File: src/rtl/conv_writeback.sv
// Write-back stage behind the convolution array. It drops the padding columns,
// accumulates partial sums in an external psum RAM and emits ReLU'd pixels on the final pass.
module conv_writeback #(
  parameter int DATA_W    = 16,
  parameter int ACC_W     = 32,
  parameter int ROW_LEN   = 226,
  parameter int COL_VALID = 224,
  parameter int PIX_TOTAL = 50176
) (
  input  logic              clk,
  input  logic              reset,
  input  logic              pass_start,
  input  logic              first_pass,
  input  logic              last_pass,
  input  logic [DATA_W-1:0] bias_in,
  input  logic              in_valid,
  input  logic [ACC_W-1:0]  in_data,
  output logic              psum_rd_en,
  output logic [15:0]       psum_rd_addr,
  input  logic [ACC_W-1:0]  psum_rd_data,
  output logic              psum_wr_en,
  output logic [15:0]       psum_wr_addr,
  output logic [ACC_W-1:0]  psum_wr_data,
  output logic              fmap_wr_en,
  output logic [15:0]       fmap_wr_addr,
  output logic [DATA_W-1:0] fmap_wr_data,
  output logic              busy,
  output logic              pass_done,
  output logic              err
);

  localparam int COL_W = $clog2(ROW_LEN);
  localparam logic [COL_W-1:0]  COL_LAST = COL_W'(ROW_LEN - 1);
  localparam logic [COL_W-1:0]  COL_LIM  = COL_W'(COL_VALID);
  localparam logic [15:0]       PIX_LAST = 16'(PIX_TOTAL - 1);
  localparam logic [ACC_W-1:0]  ACC_MAX  = {1'b0, {(ACC_W-1){1'b1}}};
  localparam logic [ACC_W-1:0]  ACC_MIN  = {1'b1, {(ACC_W-1){1'b0}}};
  localparam logic [DATA_W-1:0] PIX_MAX  = {1'b0, {(DATA_W-1){1'b1}}};

  typedef enum logic [1:0] {IDLE, RUN, DRAIN, DONE} state_t;

  // Two's-complement add that clamps to the signed ACC_W range instead of wrapping.
  function automatic logic [ACC_W-1:0] sat_add(input logic [ACC_W-1:0] a,
                                               input logic [ACC_W-1:0] b);
    logic [ACC_W:0] s;
    s = {a[ACC_W-1], a} + {b[ACC_W-1], b};
    if (s[ACC_W] != s[ACC_W-1]) return s[ACC_W] ? ACC_MIN : ACC_MAX;
    return s[ACC_W-1:0];
  endfunction

  state_t            state, state_nx;
  logic [COL_W-1:0]  col;
  logic [15:0]       pix;
  logic              first_q, last_q;
  logic [DATA_W-1:0] bias_q;
  logic              start_ok, accept;

  logic              s1_v, s2_v;
  logic [15:0]       s1_pix, s2_pix;
  logic [ACC_W-1:0]  s1_data, s2_data;

  logic [ACC_W-1:0]  addend, sum, biased;
  logic [DATA_W-1:0] relu;

  assign start_ok  = pass_start && (state == IDLE);
  assign accept    = (state == RUN) && in_valid && (col < COL_LIM);
  assign busy      = (state != IDLE);
  assign pass_done = (state == DONE);

  // NOTE: every always_comb output gets a default first, so no path can infer a latch.
  always_comb begin
    state_nx = state;
    case (state)
      IDLE:    if (pass_start) state_nx = RUN;
      RUN:     if (accept && pix == PIX_LAST) state_nx = DRAIN;
      DRAIN:   if (!s1_v && !s2_v) state_nx = DONE;
      DONE:    state_nx = IDLE;
      default: state_nx = IDLE;
    endcase
  end

  // NOTE: sequential state uses non-blocking assignments so all registers update together.
  always_ff @(posedge clk or posedge reset) begin
    if (reset) begin
      state   <= IDLE;
      col     <= '0;
      pix     <= '0;
      first_q <= 1'b0;
      last_q  <= 1'b0;
      bias_q  <= '0;
      err     <= 1'b0;
    end else begin
      state <= state_nx;
      if (start_ok) begin
        col     <= '0;
        pix     <= '0;
        first_q <= first_pass;
        last_q  <= last_pass;
        bias_q  <= bias_in;
      end else if (state == RUN && in_valid) begin
        col <= (col == COL_LAST) ? '0 : col + 1'b1;
        if (accept) pix <= (pix == PIX_LAST) ? '0 : pix + 16'd1;
      end
      if ((in_valid && state != RUN) || (pass_start && state != IDLE)) err <= 1'b1;
    end
  end

  // Read issue and alignment: stage 2 lines up with the psum data returning from RAM.
  always_ff @(posedge clk or posedge reset) begin
    if (reset) begin
      s1_v         <= 1'b0;
      s1_pix       <= '0;
      s1_data      <= '0;
      s2_v         <= 1'b0;
      s2_pix       <= '0;
      s2_data      <= '0;
      psum_rd_en   <= 1'b0;
      psum_rd_addr <= '0;
    end else begin
      s1_v       <= accept;
      psum_rd_en <= accept && !first_q;
      if (accept) begin
        s1_pix  <= pix;
        s1_data <= in_data;
        if (!first_q) psum_rd_addr <= pix;
      end
      s2_v <= s1_v;
      if (s1_v) begin
        s2_pix  <= s1_pix;
        s2_data <= s1_data;
      end
    end
  end

  always_comb begin
    addend = first_q ? '0 : psum_rd_data;
    sum    = sat_add(addend, s2_data);
    biased = sat_add(sum, {{(ACC_W-DATA_W){bias_q[DATA_W-1]}}, bias_q});
    relu   = biased[DATA_W-1:0];
    if (biased[ACC_W-1]) relu = '0;
    else if (|biased[ACC_W-2:DATA_W-1]) relu = PIX_MAX;
  end

  // Retire stage: exactly one of the two write ports fires per retiring pixel.
  always_ff @(posedge clk or posedge reset) begin
    if (reset) begin
      psum_wr_en   <= 1'b0;
      psum_wr_addr <= '0;
      psum_wr_data <= '0;
      fmap_wr_en   <= 1'b0;
      fmap_wr_addr <= '0;
      fmap_wr_data <= '0;
    end else begin
      psum_wr_en <= s2_v && !last_q;
      fmap_wr_en <= s2_v && last_q;
      if (s2_v && !last_q) begin
        psum_wr_addr <= s2_pix;
        psum_wr_data <= sum;
      end
      if (s2_v && last_q) begin
        fmap_wr_addr <= s2_pix;
        fmap_wr_data <= relu;
      end
    end
  end

endmodule

File: config.mk
export PLATFORM = sky130hd
export DESIGN_NAME = conv_writeback
export DESIGN_NICKNAME = d
export VERILOG_FILES = /design/src/rtl/conv_writeback.sv
export SDC_FILE = /design/constraint.sdc
export NUM_CORES = 1
export LEC_CHECK = 0
export ABC_AREA = 1
export BUFFER_PORTS_ARGS = -buffer_cell sky130_fd_sc_hd__buf_2
export CAP_MARGIN = 10
export CORE_MARGIN = 5
export CORE_UTILIZATION = 50
export DETAILED_ROUTE_END_ITERATION = 10
export PLACE_DENSITY = 0.79
export SLEW_MARGIN = 0
export SYNTH_ARGS = -nofsm -noshare
export SYNTH_HDL_FRONTEND = slang
export SYNTH_SLANG_ARGS = --single-unit
File: constraint.sdc
create_clock -name clk -period 11.84 [get_ports clk]
set_input_delay 2.368 -clock clk [delete_from_list [all_inputs] [get_ports clk]]
set_output_delay 2.368 -clock clk [all_outputs]
set_load 0.005 [all_outputs]
==> results.md <==
- CTS root buf: clkbuf_16
- Setup violations, final: 0
- Port Buf Inserts: 187
- Syn_nets: about 2200
- Routed vias/inst: approximately 5.2
- CP endpoint kind: flip-flop
- Post-cts hold buffer count: 0
- TNS Setup: 0 ns
- Slew Limit Headroom: 26.19%
- Max_cap viols: 0
- FF-to-FF setup slack: roughly 4.5 ns
- CP Data Required Time: about 12 ns
- Unrepaired setup endpoints after global routing: false
- H-tree levels: 1
- Fin crit period: between 8 and 9 ns
- Full die area: approximately 33000 µm²
- Post-synthesis sequential area ratio: 41.39%
- Clk buf depth: 3
- Synth-to-layout area growth: 15.06%
- Most common library cell in the layout ignoring fill and taps: nand2_1
- Setup WS pre-CTS: between 3 and 4 ns
- Detailed Place HPWL: around 31000 µm
- Initial antenna violation count: 2
- Fill cells: ~2700
- Share of cells above drive strength 1: between 10% and 20%
- Drt drc: 0
- Number of global-route vias before repair: roughly 13000
- Yosys warns: 0
- First drt pass iteration count: 5
- Skew final: between 0.01 and 0.015 ns
- Register bit count reported by yosys: 242
- Post-synth cell types: approximately 50
- Post-synth top area share: about two fifths
- Ports: roughly 190
- Worst Setup Start Kind: input pin
- EDFF count, synth: 0
- Fin. Hold Viols: 0
- Gates resized, CTS repair: 0
- Antenna Nets Post-Route: 0
- Postcts setup bufs: 0
- Crit-path max FO: 62
- Congestion Overflow GR: 0
- Total CTS buffers: 27
- Crit path kind: input pin to flip-flop
- Synth area leaders: dfrtp_1 (41%), nand2_1 (20%), inv_1 (7.5%), ha_1 (6.3%), o21ai_0 (4.6%)
- CTS tree: done
- First-pass GRT wire length: about 67000 µm
- Tightest Pin Transition: ~1.1 ns
- Final worst-path cycle share: roughly 69%
- Status: finished clean
- CP arrival: about 8.6 ns
- Mapped Cells: 2080
- Routed via count: 13660
- Syn Area/Cell: 7.034 µm²
- Pin count of the biggest net entering global routing: 160
- Core Rows: 62
- Area of the core: approximately 29000 µm²
- Most area-hungry cell type in the Yosys netlist: dfrtp_1
- Most used flip-flop cell after synthesis: dfrtp_1
- Most frequent cells in the layout: nand2_1 (783), inv_1 (290), dfrtp_1 (241)
- Async SR Flop Fraction: 100.0%
- Hold Path Class: flip-flop to flip-flop
- CP max stage cell: nand3_2
- Die width: between 150 and 200 µm
- Mapped Area: 14630 µm²
- First DRT Iteration DRCs: 1207
- Final worst setup slack: about 3.6 ns
- Most Frequent Cell on Critical Path: nand2_1
- Slew Limit Fails: 0
- Final nets: approximately 2400
- Clock tree sinks: 242
- Clock transition time at the flip-flop clock pins of the worst setup and hold paths: ~0.060 ns
- Initial Util: between 50% and 60%
- Routability cong.: just under 1
- Gr usage total: between 20% and 30%
- Max stage delay on crit path: ~0.96 ns
- Hold slack: roughly 0.47 ns
- DIE HEIGHT: 181.1 µm
- Max frequency: roughly 0.12 GHz
- DR WL/cell: approximately 16 µm
- DRT Wirelength: between 40000 and 50000 µm
- Clk_lat worst skew: between 0.5 and 0.6 ns
[Yosys cell counts (9+ instances only)]
master and count:
clkbuf_1 47, dfrtp_1 242, a21oi_1 91, ha_1 74, o21ai_0 134, xor2_1 18
nand2_2 17, inv_1 291, nor2_1 127, nand2_1 784, nor3_1 31, nor2_2 12
nand3_1 94, nand4_1 14, buf_2 9, or2_2 9
[final timing paths]
| kind | from | to | cells past startpoint |
|---|---|---|---|
| max in group asynchronous | reset | s1_v | 3 |
| worst min-delay path | psum_wr_data[31] | psum_wr_data[31] | 2 |
| worst min register to register | psum_wr_data[31] | psum_wr_data[31] | 2 |
| min in group asynchronous | reset | psum_wr_addr[4] | 2 |
| worst max register to register | first_q | fmap_wr_data[8] | 38 |
| worst max-delay path | psum_rd_data[0] | fmap_wr_data[8] | 42 |
[final cells by class]
type                            instances  area (µm²)  share of cell area (%)
Clock buffer                           33       728.2                   4.326
Inverter                              299        1132                   6.727
Sequential cell                       242        6057                   35.98
Tap cell                              384       480.5                   2.854
Timing Repair Buffer                  193        1001                   5.946
Multi-Input combinational cell       1480        7207                   42.81
Clock inverter                         17       225.2                   1.338
Antenna cell                            1       2.502                 0.01487
[sequential cells by signal (all words and copies together) (netlist names), 8 cells and up]
name	cells
s1_data	32
col	8
psum_wr_data	32
s2_data	32
s1_pix	16
psum_rd_addr	16
pix	16
fmap_wr_data	16
fmap_wr_addr	16
bias_q	16
psum_wr_addr	16
s2_pix	16
[routing by layer]
layer  vias up  wire length, µm  GRT usage [%]
met4         2             1211          6.965
met5         -               13              0
met2       396            18670          39.12
li1       6835                -              -
met1      6353            18450          34.53
met3        74             2728          4.645
[per-stage QoR]
stage                     instances  util [%]  cell area [µm²]
after floorplan                2080         -            14630
after global placement         2597     55.07            15850
after detailed placement       2597     55.07            15850
after CTS                      2647     58.39            16800
after global routing           2649     58.49            16830
final                          2649     58.49            16830
[cells by family (layout without fill, tap and decap cells)]
group / Yosys count / in the layout / synth area share [%]
DFF: 242 / 242 / 41.39
xor gates and xnor gates: 20 / 20 / 1.197
and+or+nand+nor: 1113 / 1113 / 31.36
other: 0 / 1 / 0
buffers and inverters: 358 / 542 / 9.382
adders and majority gates: 76 / 76 / 6.602
AOI/OAI and AO/OA: 271 / 271 / 10.07
[worst max-delay path: cells and delay by family]
family          cells  cell delay (ns)
compound gates      3             0.44
fa+ha+maj           5             1.61
buf+inv             9             0.72
simple gates       25             3.44
Power is left out: the tool's default activity adds up to more than one toggle a clock period on the data nets, which glitch-free logic cannot reach.
